File: src/rtl/ship_anim_ctrl.sv
// ship_anim_ctrl - ship animation and lifecycle controller.
//
// Sequences the thrust-flame frames. On a collision it runs the explosion
// frames, then keeps the ship invisible for a wait period. It then respawns
// the ship with an invulnerability window. It counts lives down to game over
// and waits there for a restart.
//
// Ports:
//   clk          system clock
//   reset        asynchronous, active-high reset
//   anim_pulse   one-cycle animation tick
//   thrust       engine button (level)
//   collision    ship hit (level, sampled every cycle)
//   restart      one-cycle restart request, honoured only in game over
//   rom_base     sprite ROM base address of the current frame
//   height       sprite height for the drawer
//   draw_en      gate on the drawer's draw output
//   collide_en   collisions are counted only while high
//   respawn_req  one-cycle pulse: motion block recenters and zeroes velocity
//   thrust_en    thrust forwarded to the motion block (ALIVE/BLINK only)
//   lives_left   remaining lives
//   game_over    high while in game over
//
// Build option: define SHIP_BLINK_EN to make the sprite blink during the
// invulnerability window. draw_en then toggles on every anim_pulse and starts
// at 1. Without the macro, draw_en stays at 1 for the whole window.
module ship_anim_ctrl #(
  parameter int ANIM_FRAMES     = 4,
  parameter int FRAME_SIZE      = 1020,
  parameter int EXPL_FRAMES     = 8,
  parameter int EXPL_FRAME_SIZE = 1024,
  parameter int EXPL_BASE       = 4080,
  parameter int RESPAWN_PULSES  = 30,
  parameter int BLINK_PULSES    = 40,
  parameter int LIVES           = 3,
  parameter int HEIGHT_IDLE     = 26,
  parameter int HEIGHT_THRUST   = 34,
  parameter int HEIGHT_EXPL     = 32,
  parameter int BASE_W          = $clog2(EXPL_BASE + EXPL_FRAMES * EXPL_FRAME_SIZE)
) (
  input  logic              clk,
  input  logic              reset,
  input  logic              anim_pulse,
  input  logic              thrust,
  input  logic              collision,
  input  logic              restart,
  output logic [BASE_W-1:0] rom_base,
  output logic [8:0]        height,
  output logic              draw_en,
  output logic              collide_en,
  output logic              respawn_req,
  output logic              thrust_en,
  output logic [3:0]        lives_left,
  output logic              game_over
);

  localparam int F_W   = (ANIM_FRAMES > 1) ? $clog2(ANIM_FRAMES) : 1;
  localparam int E_W   = (EXPL_FRAMES > 1) ? $clog2(EXPL_FRAMES) : 1;
  localparam int C_MAX = (RESPAWN_PULSES > BLINK_PULSES) ? RESPAWN_PULSES : BLINK_PULSES;
  localparam int C_W   = (C_MAX > 1) ? $clog2(C_MAX) : 1;

  localparam logic [F_W-1:0]    F_LAST       = F_W'(ANIM_FRAMES - 1);
  localparam logic [E_W-1:0]    E_LAST       = E_W'(EXPL_FRAMES - 1);
  localparam logic [C_W-1:0]    RESPAWN_LAST = C_W'(RESPAWN_PULSES - 1);
  localparam logic [C_W-1:0]    BLINK_LAST   = C_W'(BLINK_PULSES - 1);
  localparam logic [BASE_W-1:0] FRAME_SZ     = BASE_W'(FRAME_SIZE);
  localparam logic [BASE_W-1:0] EXPL_SZ      = BASE_W'(EXPL_FRAME_SIZE);
  localparam logic [BASE_W-1:0] EXPL_ADDR    = BASE_W'(EXPL_BASE);

  typedef enum logic [2:0] {
    ST_ALIVE     = 3'd0,
    ST_EXPLODE   = 3'd1,
    ST_DEAD_WAIT = 3'd2,
    ST_BLINK     = 3'd3,
    ST_GAME_OVER = 3'd4
  } state_t;

  state_t         state, nxt_state;
  logic [F_W-1:0] f, nxt_f, flame_next;
  logic [E_W-1:0] e, nxt_e;
  logic [C_W-1:0] cnt, nxt_cnt;
  logic [3:0]     nxt_lives;
  logic           vis, nxt_vis, nxt_respawn;

  logic [BASE_W-1:0] nxt_rom_base;
  logic [8:0]        nxt_height;
  logic              nxt_draw_en;

  // Flame frame under thrust: idle frame when the engine is off, advance on ticks
  always_comb begin
    if (!thrust) begin
      flame_next = '0;
    end else if (anim_pulse) begin
      flame_next = (f == F_LAST) ? '0 : f + F_W'(1);
    end else begin
      flame_next = f;
    end
  end

  // Lifecycle next-state and counter updates
  always_comb begin
    nxt_state   = state;
    nxt_f       = f;
    nxt_e       = e;
    nxt_cnt     = cnt;
    nxt_lives   = lives_left;
    nxt_vis     = vis;
    nxt_respawn = 1'b0;
    case (state)
      ST_ALIVE: begin
        // A collision takes priority over a tick in the same cycle
        if (collision) begin
          nxt_state = ST_EXPLODE;
          nxt_lives = lives_left - 4'd1;
          nxt_e     = '0;
        end else begin
          nxt_f = flame_next;
        end
      end
      ST_EXPLODE: begin
        if (anim_pulse) begin
          if (e == E_LAST) begin
            nxt_state = (lives_left == 4'd0) ? ST_GAME_OVER : ST_DEAD_WAIT;
            nxt_cnt   = '0;
          end else begin
            nxt_e = e + E_W'(1);
          end
        end else begin
          nxt_e = e;
        end
      end
      ST_DEAD_WAIT: begin
        if (anim_pulse) begin
          if (cnt == RESPAWN_LAST) begin
            nxt_state   = ST_BLINK;
            nxt_cnt     = '0;
            nxt_f       = '0;
            nxt_vis     = 1'b1;
            nxt_respawn = 1'b1;
          end else begin
            nxt_cnt = cnt + C_W'(1);
          end
        end else begin
          nxt_cnt = cnt;
        end
      end
      ST_BLINK: begin
        // Collisions are ignored while the ship is invulnerable
        if (anim_pulse && (cnt == BLINK_LAST)) begin
          nxt_state = ST_ALIVE;
          nxt_f     = '0;
          nxt_cnt   = '0;
          nxt_vis   = 1'b1;
        end else begin
          nxt_f = flame_next;
          if (anim_pulse) begin
            nxt_cnt = cnt + C_W'(1);
          end else begin
            nxt_cnt = cnt;
          end
`ifdef SHIP_BLINK_EN
          nxt_vis = anim_pulse ? ~vis : vis;
`else
          nxt_vis = 1'b1;
`endif
        end
      end
      ST_GAME_OVER: begin
        if (restart) begin
          nxt_state   = ST_BLINK;
          nxt_lives   = 4'(LIVES);
          nxt_cnt     = '0;
          nxt_f       = '0;
          nxt_vis     = 1'b1;
          nxt_respawn = 1'b1;
        end else begin
          nxt_state = ST_GAME_OVER;
        end
      end
      default: begin
        nxt_state = ST_ALIVE;
        nxt_f     = '0;
        nxt_e     = '0;
        nxt_cnt   = '0;
      end
    endcase
  end

  // Sprite selection from the upcoming state so outputs register alongside it
  always_comb begin
    nxt_rom_base = '0;
    nxt_height   = 9'(HEIGHT_IDLE);
    nxt_draw_en  = 1'b0;
    case (nxt_state)
      ST_ALIVE, ST_BLINK: begin
        nxt_rom_base = BASE_W'(nxt_f) * FRAME_SZ;
        nxt_height   = thrust ? 9'(HEIGHT_THRUST) : 9'(HEIGHT_IDLE);
        nxt_draw_en  = (nxt_state == ST_ALIVE) ? 1'b1 : nxt_vis;
      end
      ST_EXPLODE: begin
        nxt_rom_base = EXPL_ADDR + BASE_W'(nxt_e) * EXPL_SZ;
        nxt_height   = 9'(HEIGHT_EXPL);
        nxt_draw_en  = 1'b1;
      end
      default: begin
        nxt_rom_base = '0;
        nxt_height   = 9'(HEIGHT_IDLE);
        nxt_draw_en  = 1'b0;
      end
    endcase
  end

  // State, counters and registered outputs
  always_ff @(posedge clk or posedge reset) begin
    if (reset) begin
      state       <= ST_ALIVE;
      f           <= '0;
      e           <= '0;
      cnt         <= '0;
      vis         <= 1'b1;
      rom_base    <= '0;
      height      <= 9'(HEIGHT_IDLE);
      draw_en     <= 1'b1;
      collide_en  <= 1'b1;
      respawn_req <= 1'b0;
      thrust_en   <= 1'b0;
      lives_left  <= 4'(LIVES);
      game_over   <= 1'b0;
    end else begin
      state       <= nxt_state;
      f           <= nxt_f;
      e           <= nxt_e;
      cnt         <= nxt_cnt;
      vis         <= nxt_vis;
      rom_base    <= nxt_rom_base;
      height      <= nxt_height;
      draw_en     <= nxt_draw_en;
      collide_en  <= (nxt_state == ST_ALIVE);
      respawn_req <= nxt_respawn;
      thrust_en   <= thrust && ((nxt_state == ST_ALIVE) || (nxt_state == ST_BLINK));
      lives_left  <= nxt_lives;
      game_over   <= (nxt_state == ST_GAME_OVER);
    end
  end

endmodule

File: config.mk
export PLATFORM = sky130hd
export DESIGN_NAME = ship_anim_ctrl
export DESIGN_NICKNAME = d
export VERILOG_FILES = /design/src/rtl/ship_anim_ctrl.sv
export SDC_FILE = /design/constraint.sdc
export NUM_CORES = 1
export LEC_CHECK = 0
export CAP_MARGIN = 20
export CORE_ASPECT_RATIO = 1.75
export CORE_MARGIN = 2
export CORE_UTILIZATION = 40
export CTS_CLUSTER_SIZE = 8
export DETAILED_ROUTE_END_ITERATION = 8
export PLACE_DENSITY = 0.62
export SYNTH_ARGS = -nofsm -noshare
export SYNTH_HDL_FRONTEND = slang
export SYNTH_SLANG_ARGS = --single-unit
export TNS_END_PERCENT = 30
File: constraint.sdc
create_clock -name clk -period 5.5 [get_ports clk]
set_input_delay 1.1 -clock clk [delete_from_list [all_inputs] [get_ports clk]]
set_output_delay 1.1 -clock clk [all_outputs]
set_load 0.05 [all_outputs]
# After elaboration in Yosys (flattened, before gate mapping)
# Index checks and enable logic that the tools add are counted.
# classes
n_addsub	5
n_mul	1
n_eq_ne	17
muxes	46
bitwise	1
n_reduce_logical	11
# op_table
cell	count
6-bit two-way mux	8
3-bit two-way mux	11
6-bit case mux with 5 select lines	1
14-bit case mux with 2 select lines	1
2-bit two-way mux	8
3-bit case mux with 5 select lines	1
12-bit by 13-bit adder with 14-bit output (first input constant)	1
6-bit case mux with 2 select lines	1
2-bit by 8-bit multiplier with 10-bit output (second input constant)	1
2-bit != test (second input constant)	5
2-bit case mux with 5 select lines	1
3-bit by 2-bit == test with 1-bit output (second input constant)	3
3-bit == test (second input constant)	3
3-bit case mux with 3 select lines	1
4-bit two-way mux	2
4-bit case mux with 2 select lines	1
1-bit two-way mux	7
6-bit by 1-bit adder with 6-bit output (second input constant)	1
3-bit by 1-bit == test with 1-bit output (second input constant)	2
6-bit by 5-bit == test with 1-bit output (second input constant)	1
6-bit == test (second input constant)	1
3-bit zero test	2
6-bit AND reduction	1
4-bit zero test	1
14 further kinds	16
# totals
register_bits	47
in_bits	6
output_inout_bits	32
word_cells	94

# Logic depth before layout (Yosys ltp)
# Gate-level depths: netlist (run 1).
# logic_depth
depth_word	8
depth_mapped	10
depth_no_buf	9

# Worst setup path before layout (run 1)
# OpenSTA, ideal clock, no wires.
# synth_path
path_type	input to register
start	in anim_pulse
end	reg rom_base[3]
setup_time_ns	0.072
arrival_time_ns	2.441
required_ns	5.428
setup_slack_ns	2.988
path_stages	8
n_path_buf	2
path_cell_list	buf_6 and3b_1 a211oi_1 or2_2 buf_2 a2bb2oi_1 ha_1 nor2_1
# synth_between
elab_chain_cells	6
word_cells_on_any_way	17
classes_between	mul (1); eq/ne (2); mux (11); reduce/logical (3)
# synth_rtl
element	line	source
from (decl)	43	input logic anim_pulse,
2-bit two-way mux / 1-bit logical AND (equally long branches)	93, 149	
2-bit two-way mux / 3-bit two-way mux (equally long branches)	91, 149	
2-bit two-way mux (tied with other cells)	149	if (anim_pulse && (cnt == BLINK_LAST)) begin
2-bit case mux with 5 select lines (tied with other cells)	109	case (state)
2-bit by 8-bit multiplier with 10-bit output / 2-bit OR reduction (equally long branches)	196, 194	
14-bit case mux with 2 select lines (*)	194	case (nxt_state)
net nxt_rom_base[3]	85	logic [BASE_W-1:0] nxt_rom_base;
to (signal assigned)	235	rom_base <= nxt_rom_base;
to (decl)	47	output logic [BASE_W-1:0] rom_base,
# The timed path passes the listed nets; every way through them passes the cells marked *.
# A chain may end at the register's enable or synchronous reset.

# Worst setup path in the final report (run 1)
# layout_path
start	in anim_pulse
end	reg rom_base[10]
# layout_between
elab_chain_cells	6
word_cells_on_any_way	20
classes_between	add/sub (1); mul (1); eq/ne (2); mux (13); reduce/logical (3)
# layout_rtl
element	line	source
2-bit two-way mux	93	end else if (anim_pulse) begin
2-bit two-way mux	91	if (!thrust) begin
2-bit two-way mux, on equally long branches	149, 112	
2-bit case mux with 5 select lines (*)	109	
net nxt_f[1]	79	logic [F_W-1:0] f, nxt_f, flame_next;
2-bit by 8-bit multiplier with 10-bit output (*)	196	nxt_rom_base = BASE_W'(nxt_f) * FRAME_SZ;
14-bit case mux with 2 select lines (*)	194	
net nxt_rom_base[10]	85	
# Marks and branches as above.

==> results of run 1 <==
routing by layer:
metal  up-vias  track usage, %  wire, µm  part of all wire (%)
met2        29            28.8      2150                    54
met3         8            3.36       123                   3.1
met5         -               0         0                     0
met1       694            18.5      1590                    40
met4         0            7.17        95                   2.4
li1        728               -         -                     -
state kept, by name (all words and copies together), names as in the netlist:
signal / flops
rom_base: 7
cnt: 6
lives_left: 4
e: 3
height: 3
state: 3
f: 2
collide_en: 1
draw_en: 1
game_over: 1
respawn_req: 1
thrust_en: 1
path summary, 6_finish.rpt:
check,slack (ns),to,cells after the start
setup / recovery,2.51,rom_base[10],8
hold / removal,0.55,lives_left[1],2
setup reg to reg,3.29,rom_base[10],7
hold reg to reg,0.55,lives_left[1],2
max in group asynchronous,3.96,height[4],3
min in group asynchronous,1.21,e[2],3
layout make-up:
class	count	area, µm²	area share (%)
repair buffers	31	308	13.6
clock inverters	2	10.0	0.442
well taps	52	65.1	2.87
flip-flops and latches	33	833	36.8
clock buffers	6	72.6	3.21
inverters	12	45.0	1.99
multi-input cells	137	930	41.1
layout by cell type (no fill, tap or decap), types with 3 or more instances in the layout:
cell type	instances
conb_1	7
or2_2	4
inv_1	12
o22ai_1	4
o32ai_1	4
nor2_1	16
or3_1	4
nand3_1	8
ha_1	10
o21ai_0	9
clkbuf_8	5
nor3_1	3
clkdlybuf4s50_1	30
a21oi_1	11
dfstp_2	6
dfrtp_1	27
nand2b_1	4
nand2_1	9
power breakdown:
group | internal [mW] | switching [mW] | leakage (nW)
clock | 0.0876 | 0.0877 | 0.0450
combinational | 0.170 | 0.307 | 0.501
sequential | 0.307 | 0.0626 | 0.407
total | 0.565 | 0.457 | 0.953
metrics by stage:
| stage | utilization, % | std cells | power (mW) | cell area [µm²] |
|---|---|---|---|---|
| floorplan | - | 203 | 0.747 | 1970 |
| global placement | 46.7 | 265 | 0.848 | 2180 |
| detailed placement | 46.7 | 265 | 0.852 | 2180 |
| CTS | 48.5 | 273 | 1.04 | 2260 |
| global route | 48.5 | 273 | 1.10 | 2260 |
| finish | 48.5 | 273 | 1.02 | 2260 |
logic make-up (layout without fill, tap and decap cells):
group	after synthesis	count (layout)	share of synthesized area, %
AO/OA/AOI/OAI	47	47	17.4
XOR/XNOR	3	3	1.35
adder cells (fa/ha/maj)	10	10	6.43
buffers and inverters	33	51	10.6
flip-flops	33	33	42.8
multiplexers	5	5	2.89
other	1	7	0.193
AND/OR/NAND/NOR	65	65	18.4
critical path, cell delays in order:
cell	delay (ns)
clkdlybuf4s50_1	0.64
and4b_1	0.27
a21oi_1	0.09
o21ai_0	0.44
o211ai_1	0.24
ha_1	0.23
inv_1	0.06
o32ai_1	0.07
==> metrics.md, run 1 <==
| Metric | Value |
|---|---|
| Leak | 0.953 nW |
| Place WS | approximately 2.2 ns |
| Worst slew margin relative to its limit | 61.0% |
| Fraction of layout cells with a size suffix above 1 | 14.0% |
| Clock transition at path regs | 0.07 ns |
| Final Setup Violations | 0 |
| Fin. max-slew vios | 0 |
| IO Port Bufs | 30 |
| Status | complete, no violations |
| Sink Count | 33 |
| Number of synthesized flops with an enable pin | 0 |
| Worst setup startpoint | anim_pulse |
| Pin count of the biggest net entering global routing | 34 |
| Min-delay src | lives_left[1] |
| FP Rows | 33 |
| Mean Syn Cell Area | between 9 and 10 µm² |
| Area fraction of the dominant cell type after synthesis | a little over a third |
| CTS tree | built |
| Skew-Pair Late Insertion Delay | 0.28 ns |
| Postcts setup bufs | 0 |
| First-pass GRT wire length | 6.82 mm |
| Placer congestion estimate | just under 0.8 |
| Mapped Cells | a little under 200 |
| # diodes | 0 |
| Tcrit/Tclk final | between 50% and 60% |
| H-tree levels | 2 |
| Worst Setup Start Kind | input port |
| Fin Hold WS | ~0.55 ns |
| Number of global-route vias before repair | 1429 |
| Initial antenna violation count | 0 |
| Pwr dens | around 450 nW/µm² |
| Synthesis-to-finish area growth | 16.3% |
| Post-synth top cells | 27 x dfrtp_1, 16 x nor2_1, 13 x buf_4 |
| Area leader, netlist | dfrtp_1 |
| Post-synthesis sequential area ratio | 42.8% |
| Post-DR vias/cell | ~5.3 |
| Count leader, synth | dfrtp_1 |
| Final setup margin | roughly 2.5 ns |
| Routed len/inst | 14.5 µm |
| WP data required | roughly 5.7 ns |
| FFs w/ async S/R, synth | 100% |
| GRT overflow | 0 |
| R2R Path Start | state[2] |
| Critical path type | in2reg |
| TNS Setup | 0 ns |
| YS warnings | 0 |
| Drc violations | 0 |
| DRT iter0 DRCs | 35 |
| Fill cells | about 460 |
| DIE WIDTH | approximately 57 µm |
| RSZ-0062 raised after global routing | false |
| CTS max path bufs | 2 |
| Max VDD drop | about 0.24 mV |
| Initial core utilization | a little over two fifths |
| Least-Margin Pin Slew | 0.582 ns |
| WP data arrival | 3.14 ns |
| FMAX | 334 MHz |
| Final net count | between 200 and 250 |
| Via count | 1459 |
| Worst min path class | reg2reg |
| Full die area | 5460 µm² |
| Routed Antenna Nets | 0 |
| Post_cts resized | 0 |
| Yosys reg bits | 33 |
| Synth area leaders | dfrtp_1 35%, dfstp_2 8.1%, ha_1 6.4%, buf_4 5.0%, nor2_1 3.1% |
| Total GRT Usage | between 10% and 20% |
| Total Wirelength | 3.96 mm |
| Die height | ~96 µm |
| Maxcap violations | 0 |
| Final Hold Fails | 0 |
| Hpwl dp | between 2 and 3 mm |
| Post-CTS Hold Buffers | 0 |
| Netlist Area Pre-Place | just under 2000 µm² |
| Period minus WS final | 2.99 ns |
| Worst setup EP type | flip-flop |
| Primary FF master, synth | dfrtp_1 |
| CP max FO | 9 |
| Drt first pass iters | 4 |
| Distinct cells, synth | 56 |
| Cts bufs inserted | 5 |
| I/O pin count | 38 |
| Root buffer cell | clkbuf_8 |
| Core Area | 4670 µm² |
| Clock Skews | 0.00591 ns |
No activity file was read; power rests on OpenSTA's default activity.
==> run 2, diff against run 1 <==
Clock period 5.5 ns to 2.9 ns, I/O delays scaled along.
==> run 2 against run 1 <==
Compared with the run above: die area is the same; critical path depth shrank 2; global-route usage decreased by 0.70 points; clock power increased to 2.6 times the previous value; sequential cell count is the same; via count rose by 1.9%; sequential power rose by 89%; critical path type unchanged; largest cell class unchanged; highest routed layer unchanged.
==> metrics.md, run 2 (synthesis gave the netlist of run 1 again) <==
| Metric | Value |
|---|---|
| Met2 Use GR | 27.2% |
| Routed len/inst | between 10 and 15 µm |
| Worst Setup Start Kind | input port |
| Fin. max-slew vios | 0 |
| Postcts setup bufs | 0 |
| Worst slew margin relative to its limit | a little under two thirds |
| FMAX | about 410 MHz |
| Full die area | 5460 µm² |
| WHS Endpoint | lives_left[1] |
| Routed Antenna Nets | 0 |
| Leak | 0.982 nW |
| Place WS | roughly 0.20 ns |
| Clock transition at path regs | roughly 0.07 ns |
| Initial core utilization | around two fifths |
| # diodes | 0 |
| Cts bufs inserted | 5 |
| Reg2Reg Depth | 7 |
| Clock Skews | 0.00676 ns |
| Commonest non-fill, non-tap cells in the layout | 30 x clkdlybuf4s50_1, 27 x dfrtp_1, 16 x nor2_1 |
| Crit-path max cell delay | 0.63 ns |
| Worst min path class | reg2reg |
| Total Wirelength | 3.95 mm |
| Crit-path slowest cell | clkdlybuf4s50_1 |
| DIE WIDTH | approximately 57 µm |
| TNS Setup | 0 ns |
| RSZ-0062 raised after global routing | false |
| H-tree levels | 2 |
| Die height | just under 100 µm |
| Via count | 1486 |
| Post_cts resized | 0 |
| Worst reg2reg setup slack | 0.67 ns |
| DRT iter0 DRCs | 31 |
| Total GRT Usage | approximately 15% |
| Number of global-route vias before repair | approximately 1.4k |
| Synthesis-to-finish area growth | 19.2% |
| Fill cells | ~430 |
| CTS max path bufs | 2 |
| WP data required | 3.09 ns |
| Post-Layout Cell Count | between 200 and 300 |
| Status | complete, no violations |
| Most common cell after layout, fill and taps aside | clkdlybuf4s50_1 |
| Sink Count | 33 |
| Top Registers | rom_base x7, cnt x6, lives_left x4 |
| Least-Margin Pin Slew | roughly 0.54 ns |
| Cell Count Post-Placement | about 270 |
| Worst hold path depth | 2 |
| FP Rows | 33 |
| Final setup margin | approximately 0.48 ns |
| Skew-Pair Late Insertion Delay | around 0.29 ns |
| Core Area | 4670 µm² |
| Pwr dens | 887 nW/µm² |
| Post-CTS Hold Buffers | 0 |
| Period minus WS final | about 2.4 ns |
| Final core occ | about half |
| Post-DR vias/cell | 5.38 |
| CP top delay family | compound AO/OA/AOI/OAI gates |
| WP data arrival | about 2.6 ns |
| Grt peak-use layer | met2 |
| Initial antenna violation count | 0 |
| Drt first pass iters | 4 |
| First-pass GRT wire length | 6.47 mm |
| I/O pin count | 38 |
| Final net count | between 200 and 250 |
| Tcrit/Tclk final | a little over four fifths |
| Pin count of the biggest net entering global routing | 34 |
| Maxcap violations | 0 |
| GRT overflow | 0 |
| Root buffer cell | clkbuf_8 |
| Drc violations | 0 |
| Grt met3 use | under 10% |
| PnR Total Power | around 2.1 mW |
| Biggest register | rom_base |
| Worst setup EP type | flip-flop |
| Critical path buffers and inverters | 1 |
| CP cell instances | clkdlybuf4s50_1 -> a21boi_0 -> o221ai_2 -> a22oi_1 -> ha_1 -> o32ai_1 |
| Min-delay src | lives_left[1] |
| Final Setup Violations | 0 |
| CTS tree | built |
| IO Port Bufs | 30 |
| Critical path type | in2reg |
| R2R Path Start | state[2] |
| Placer congestion estimate | 0.809 |
| Hpwl dp | about 2.9 mm |
| Reg-to-reg endpoint | rom_base[10] |
| Max reg flops | 7 |
| Max VDD drop | 0.438 mV |
| Global Route met1 Usage | between 10% and 20% |
| CP max FO | 9 |
| Fraction of layout cells with a size suffix above 1 | 15.2% |
| Final Hold Fails | 0 |
-- run 2: changes by cell type in the layout (fill, tap and decap cells not counted), sizes merged --
cell / change
buf: +3
bufinv: +1
clkbuf: +1
clkinv: -2
-- run 2: worst reg2reg max path: cells and delay by family, from the launching register on --
| kind | cells | cell delay, ns |
|---|---|---|
| DFF | 1 | 0.69 |
| AOI/OAI and AO/OA | 3 | 0.48 |
| buffers and inverters | 1 | 0.04 |
| and+or+nand+nor | 2 | 0.75 |
| adders and majority gates | 1 | 0.18 |
-- run 2: area by class of cell --
type / count / area (µm²) / area share, %
Tap cell: 52 / 65.1 / 2.80
Clock inverter: 1 / 30.0 / 1.29
Multi-Input combinational cell: 137 / 930 / 40.1
Clock buffer: 7 / 86.3 / 3.72
Timing Repair Buffer: 34 / 330 / 14.2
Inverter: 12 / 45.0 / 1.94
Sequential cell: 33 / 833 / 35.9
-- run 2: worst max-delay path by stage --
| stage | from | end | slack (ns) | cells past startpoint |
|---|---|---|---|---|
| after floorplan | anim_pulse | rom_base[3] | 0.91 | 8 |
| after global placement | anim_pulse | rom_base[11] | 0.23 | 6 |
| after detailed placement | anim_pulse | rom_base[11] | 0.20 | 6 |
| after CTS | anim_pulse | rom_base[11] | 0.49 | 6 |
| after global routing | anim_pulse | rom_base[11] | 0.32 | 6 |
| final | anim_pulse | rom_base[11] | 0.48 | 6 |
-- run 2: routing by layer --
layer  vias up  wire length [µm]
li1        732                 -
met1       721              1640
met2        25              2130
met3         8                97
met4         0                75
met5         -                 0
-- run 2: power by group --
group	switching [mW]	internal (mW)	total, mW
Clock	0.171	0.280	0.452
Sequential	0.117	0.583	0.699
Combinational	0.579	0.327	0.906
Total	0.867	1.19	2.06
-- run 2: through the flow --
step	hold slack, ns	instance area (µm²)
after floorplan	0.521	1970
after global placement	0.530	2200
after detailed placement	0.538	2200
after CTS	0.550	2320
after global routing	0.590	2320
final	0.546	2320
